**src/rtl/shifter_pkg.sv**
```systemverilog
// Shared definitions for the shifter8 datapath.
//   - Shift operation encodings (op field).
//   - FSM state encoding for the sequential right shifter.
//   - mx4: 4:1 single-bit mux used to build the per-bit fill logic.
package shifter_pkg;

    localparam logic [1:0] OP_LSR = 2'b00;
    localparam logic [1:0] OP_ASR = 2'b01;
    localparam logic [1:0] OP_ROR = 2'b10;
    localparam logic [1:0] OP_RSV = 2'b11;  // reserved, behaves as LSR

    typedef enum logic [1:0] {
        IDLE  = 2'd0,
        SHIFT = 2'd1,
        DONE  = 2'd2
    } state_t;

    // in[sel] selection; in is packed as {in3, in2, in1, in0}.
    function automatic logic mx4(input logic [3:0] in, input logic [1:0] sel);
        return in[sel];
    endfunction

endpackage

```
**src/rtl/shifter8_rsh_seq_if.sv**
```systemverilog
// Handshake/data bundle for shifter8_rsh_seq.
//   start  : request pulse (master -> slave)
//   op     : shift operation (master -> slave)
//   d_in   : operand (master -> slave)
//   shamt  : shift amount (master -> slave)
//   d_out  : working/result register (slave -> master)
//   busy   : shifting in progress (slave -> master)
//   done   : one-cycle completion pulse (slave -> master)
interface shifter8_rsh_seq_if #(
    parameter int WIDTH = 8,
    parameter int SW    = 3
);
    logic             start;
    logic [1:0]       op;
    logic [WIDTH-1:0] d_in;
    logic [SW-1:0]    shamt;
    logic [WIDTH-1:0] d_out;
    logic             busy;
    logic             done;

    modport master (
        output start, op, d_in, shamt,
        input  d_out, busy, done
    );

    modport slave (
        input  start, op, d_in, shamt,
        output d_out, busy, done
    );
endinterface

```
**src/rtl/rsh1_stage.sv**
```systemverilog
// Combinational one-position right shift.
//   d  : operand
//   op : operation select (LSR / ASR / ROR / reserved=LSR)
//   q  : d shifted right by one, MSB fill chosen by op
// Each output bit is a 4:1 mux indexed by op; only the MSB has
// op-dependent inputs, the lower bits see d[i+1] on every leg.
module rsh1_stage
    import shifter_pkg::*;
#(
    parameter int WIDTH = 8
) (
    input  logic [WIDTH-1:0] d,
    input  logic [1:0]       op,
    output logic [WIDTH-1:0] q
);

    for (genvar i = 0; i < WIDTH; i++) begin : g_bit
        if (i == WIDTH - 1) begin : g_msb
            // legs: RSV -> 0, ROR -> d[0], ASR -> sign, LSR -> 0
            assign q[i] = mx4({1'b0, d[0], d[WIDTH-1], 1'b0}, op);
        end else begin : g_low
            assign q[i] = mx4({4{d[i+1]}}, op);
        end
    end

endmodule

```
**src/rtl/shifter8_rsh_seq.sv**
```systemverilog
// Sequential right shifter: one bit position per clock for shamt clocks,
// under a start/busy/done handshake. Supports LSR, ASR and ROR.
//   clk     : rising-edge clock
//   reset_n : synchronous active-low reset
//   bus     : slave side of shifter8_rsh_seq_if (start/op/d_in/shamt in,
//             d_out/busy/done out)
// busy/done are decoded straight from the state register, so every output
// is registered. Start is accepted in IDLE and DONE, ignored in SHIFT.
module shifter8_rsh_seq
    import shifter_pkg::*;
#(
    parameter int WIDTH = 8,
    parameter int SW    = 3
) (
    input  logic                 clk,
    input  logic                 reset_n,
    shifter8_rsh_seq_if.slave    bus
);

    state_t           state_q, state_d;
    logic [WIDTH-1:0] data_q,  data_d;
    logic [SW-1:0]    cnt_q,   cnt_d;
    logic [1:0]       op_q,    op_d;
    logic [WIDTH-1:0] shifted;

    rsh1_stage #(.WIDTH(WIDTH)) u_stage (
        .d  (data_q),
        .op (op_q),
        .q  (shifted)
    );

    always_ff @(posedge clk) begin
        if (!reset_n) begin
            state_q <= IDLE;
            data_q  <= '0;
            cnt_q   <= '0;
            op_q    <= OP_LSR;
        end else begin
            state_q <= state_d;
            data_q  <= data_d;
            cnt_q   <= cnt_d;
            op_q    <= op_d;
        end
    end

    always_comb begin
        state_d = state_q;
        data_d  = data_q;
        cnt_d   = cnt_q;
        op_d    = op_q;
        case (state_q)
            IDLE, DONE: begin
                if (bus.start) begin
                    data_d  = bus.d_in;
                    cnt_d   = bus.shamt;
                    op_d    = bus.op;
                    state_d = (bus.shamt != '0) ? SHIFT : DONE;
                end else if (state_q == DONE) begin
                    state_d = IDLE;
                end
            end
            SHIFT: begin
                data_d = shifted;
                if (cnt_q != '0) begin
                    cnt_d = cnt_q - SW'(1);
                end
                if (cnt_q == SW'(1)) begin
                    state_d = DONE;
                end
            end
            default: state_d = IDLE;
        endcase
    end

    assign bus.d_out = data_q;
    assign bus.busy  = (state_q == SHIFT);
    assign bus.done  = (state_q == DONE);

endmodule

```
**src/flat_wrapper.sv**
```systemverilog
// flat-port wrapper written by rule: the top's interface ports become plain ports
module shifter8_rsh_seq_flat import shifter_pkg::*;
#(
    parameter int WIDTH = 8,
    parameter int SW    = 3
)
  (clk, reset_n, bus_start, bus_op, bus_d_in, bus_shamt, bus_d_out, bus_busy, bus_done);
  shifter8_rsh_seq_if #(.WIDTH(WIDTH), .SW(SW)) bus_i ();
  input  logic clk;
  input  logic reset_n;
  input wire logic [$bits(bus_i.start)-1:0] bus_start;
  input wire logic [$bits(bus_i.op)-1:0] bus_op;
  input wire logic [$bits(bus_i.d_in)-1:0] bus_d_in;
  input wire logic [$bits(bus_i.shamt)-1:0] bus_shamt;
  output wire logic [$bits(bus_i.d_out)-1:0] bus_d_out;
  output wire logic [$bits(bus_i.busy)-1:0] bus_busy;
  output wire logic [$bits(bus_i.done)-1:0] bus_done;
  assign bus_i.start = bus_start;
  assign bus_i.op = bus_op;
  assign bus_i.d_in = bus_d_in;
  assign bus_i.shamt = bus_shamt;
  assign bus_d_out = bus_i.d_out;
  assign bus_busy = bus_i.busy;
  assign bus_done = bus_i.done;
  shifter8_rsh_seq #(.WIDTH(WIDTH), .SW(SW)) u_core (.clk(clk), .reset_n(reset_n), .bus(bus_i));
endmodule
```
**config.mk**
```make
export PLATFORM = sky130hd
export DESIGN_NAME = shifter8_rsh_seq_flat
export DESIGN_NICKNAME = d
export VERILOG_FILES = /design/src/rtl/shifter_pkg.sv /design/src/rtl/shifter8_rsh_seq_if.sv /design/src/rtl/rsh1_stage.sv /design/src/rtl/shifter8_rsh_seq.sv /design/src/flat_wrapper.sv
export SDC_FILE = /design/constraint.sdc
export NUM_CORES = 1
export LEC_CHECK = 0
export CORE_MARGIN = 2
export CORE_UTILIZATION = 50
export CTS_BUF_LIST = sky130_fd_sc_hd__clkbuf_8
export DETAILED_ROUTE_END_ITERATION = 6
export MAX_ROUTING_LAYER = met4
export PLACE_DENSITY = 0.87
export SYNTH_ARGS = -nofsm -noshare
export SYNTH_HDL_FRONTEND = slang
export SYNTH_HIERARCHICAL = 1
export SYNTH_SLANG_ARGS = --single-unit
```
**constraint.sdc**
```tcl
create_clock -name clk -period 2.75 [get_ports clk]
set_input_delay 0.4125 -clock clk [delete_from_list [all_inputs] [get_ports clk]]
set_output_delay 0.4125 -clock clk [all_outputs]
set_load 0.1 [all_outputs]
```
==> flow_summary.toml <==
[pwr]
irDropWorstVdd_mv = 0.297
pwr_density_cell_nw_per_um2 = 638
power_uw = 682
power_leakage_nw = 0.411

[logic_synthesis]
netlist-cell-type-count = 29
synth_area_leaders = "dfxtp_1, a311oi_2, nand2_1"
syn_area_sq_um = 878
yosys_register_bits = 15
syn_inst = 102
yosysTopAreaCell = "dfxtp_1"
syn_avg_cell_area_sq_um = 8.61
yosysWarnings = 6
syn_nets = 121
seq_area_frac_synth_pct = 34.2
synth_top_area_share_pct = 34.2

[floorplan]
num_rows = 15
fp.coreArea_sq_um = 1690
die_w_um = 45.9
die_h_um = 45.9
die_area_sq_um = 2110
initial_utilization_pct = 52.0
io-pin-count = 26

[worst_hold_path]
hold_class = "register to register"
hold_depth = 2

[setup_path]
worst_ep_required_time_ns = 2.34
arrival_ns = 1.39
critPathCaptureType = "output port"
r2r_cells = 3
crit_type = "register to output port"
cp_max_fo = 12
worstSetupStartpointType = "register"

[clock_tree]
clock-root-buffer = "clkbuf_8"
cts_tree = "yes"
clkSlewWorstSetupHoldPaths_ns = 0.06
cts_post_setup_buffers_inserted = 0
cts-resized-gates = 0
ctsHoldBuffers = 0
cts_sinks = 15
clockBufferDepth = 2
clock_latency_ns = 0.25
cts_made_buffers = 3
htreeDepth = 1

[sta]
fin_worst_skew_ns = 0.00217
min_period_ns = 1.80
maxSlewHeadroom_pct = 40.6
setup_tns_ns = 0
final-setup-viol-count = 0
worst_slew_pin_slew_ns = 0.891
fmax_mhz = 556
final_max_slew_viol_count = 0
finalHoldViolCount = 0
finalCritPeriodShare_pct = 65.4
rsz0062_at_grt = "false"

[grt]
grt_util_met1_pct = 24.4
track_usage_pct = 20.3
grt_max_degree = 22
grt_util_met2_pct = 31.9
grt.busiest_layer = "met2"
grt_overflow = 0
grt_pass1_wl_um = 2980
grt_pass1_vias = 695
use_met3_pct = 5.16
antenna_found_initial = 0

[drt]
ant_nets = 0
dr.pass1.iters = 4
wl_per_cell_um = 13.5
drt_iter0_drc = 10
routed-via-count = 765
viasPerCell = 5.63
wirelength_um = 1840
drcViolationCount = 0

[cells_and_area]
num_antenna_cells = 0
drive_gt1_share_pct = 22.7
area_growth_pct = 21.7
fin_util_pct = 63.3
nNetsFinal = 139

[placement]
gp_congestion = 0.763
port_buffers = 25
place_hpwl_um = 1320

[flow_run]
drv_cap = 0

[run_status]
status = "finished, final reports clean"
per-stage QoR:
stage | worst slack [ns] | area, sq um | hold slack [ns] | instances
2_1_floorplan | 1.17 | 878 | 0.449 | 102
3_3_place_gp | 0.834 | 1020 | 0.461 | 132
3_5_place_dp | 0.759 | 1020 | 0.475 | 132
4_1_cts | 0.955 | 1070 | 0.486 | 136
5_1_grt | 0.838 | 1070 | 0.513 | 136
6_report | 0.950 | 1070 | 0.485 | 136
cells by family (layout without fill, tap and decap cells):
| logic type | count (synthesis) | count (layout) | share of synthesized area [%] |
|---|---|---|---|
| adders and majority gates | 3 | 3 | 4.27 |
| AOI/OAI and AO/OA | 22 | 22 | 24.1 |
| buffers and inverters | 17 | 34 | 14.4 |
| and+or+nand+nor | 45 | 45 | 23.1 |
| DFF | 15 | 15 | 34.2 |
cell type report:
class	instances	area [sq um]
fill	143	621
multi-input combinational	70	452
sequential	15	300
timing repair buffer	25	225
clock buffer	3	41.3
inverter	5	23.8
tap	17	21.3
clock inverter	1	5.00
synth_stat cells:
library cell / instances
nand2_1: 21
dfxtp_1: 15
nor2_1: 12
buf_4: 9
a311oi_2: 7
a21oi_1: 5
inv_1: 4
ha_1: 3
nor2b_1: 3
nand2_2: 2
nor3_1: 2
o21ai_0: 2
a211oi_1: 1
a22oi_1: 1
a2bb2oi_1: 1
a311oi_1: 1
and2b_2: 1
buf_1: 1
buf_12: 1
buf_6: 1
inv_6: 1
nand2b_1: 1
nand2b_2: 1
nand3b_1: 1
o221ai_1: 1
o221ai_2: 1
o22a_1: 1
o22ai_1: 1
or3_1: 1
layout by cell type, fill, tap and decap left out:
cell,synthesis,routed
a2bb2oi_1,1,1
o221ai_2,1,1
inv_1,4,4
o221ai_1,1,1
inv_6,1,1
clkbuf_8,0,3
o21ai_0,2,2
a211oi_1,1,1
dfxtp_1,15,15
o22a_1,1,1
nand2_1,21,21
nand2_2,2,2
ha_1,3,3
nand3b_1,1,1
nor2_1,12,12
nor3_1,2,2
clkinv_2,0,1
nand2b_2,1,1
a21oi_1,5,5
nor2b_1,3,3
clkdlybuf4s50_1,0,15
o22ai_1,1,1
a311oi_2,7,7
and2b_2,1,1
nand2b_1,1,1
a311oi_1,1,1
a22oi_1,1,1
buf_4,9,10
or3_1,1,1
report_power, final:
part | leakage [nW] | switching, mW | internal [mW]
Sequential | 0.124 | 0.0186 | 0.239
Clock | 0.0255 | 0.0793 | 0.100
Combinational | 0.261 | 0.171 | 0.0747
metal layers:
metal  wire, um  vias up
li1           -      375
met4         42        0
met2        865       27
met5          0        -
met1        852      357
met3         79        6
final timing paths:
check | from | end | slack (ns)
max | u_core/state_q[1]$_SDFFE_PN0P_ | bus_busy | 0.95
max reg2reg | u_core/state_q[0]$_SDFFE_PN0P_ | u_core/bus.d_out[3]$_SDFFE_PN0P_ | 1.10
min reg2reg | u_core/op_q[1]$_SDFFE_PN0P_ | u_core/op_q[1]$_SDFFE_PN0P_ | 0.48
min | u_core/op_q[1]$_SDFFE_PN0P_ | u_core/op_q[1]$_SDFFE_PN0P_ | 0.48
flip-flops by register name (all words and copies together) (netlist names):
signal / cells
u_core/bus.d_out: 8
u_core/cnt_q: 3
u_core/state_q: 2
u_core/op_q: 2
worst max-delay path, cell delays in order, from the launching register on:
cell and delay, ns:
dfxtp_1 0.34, nand2b_2 0.32, inv_6 0.17, buf_4 0.31
(Power assumes the default switching activity.)
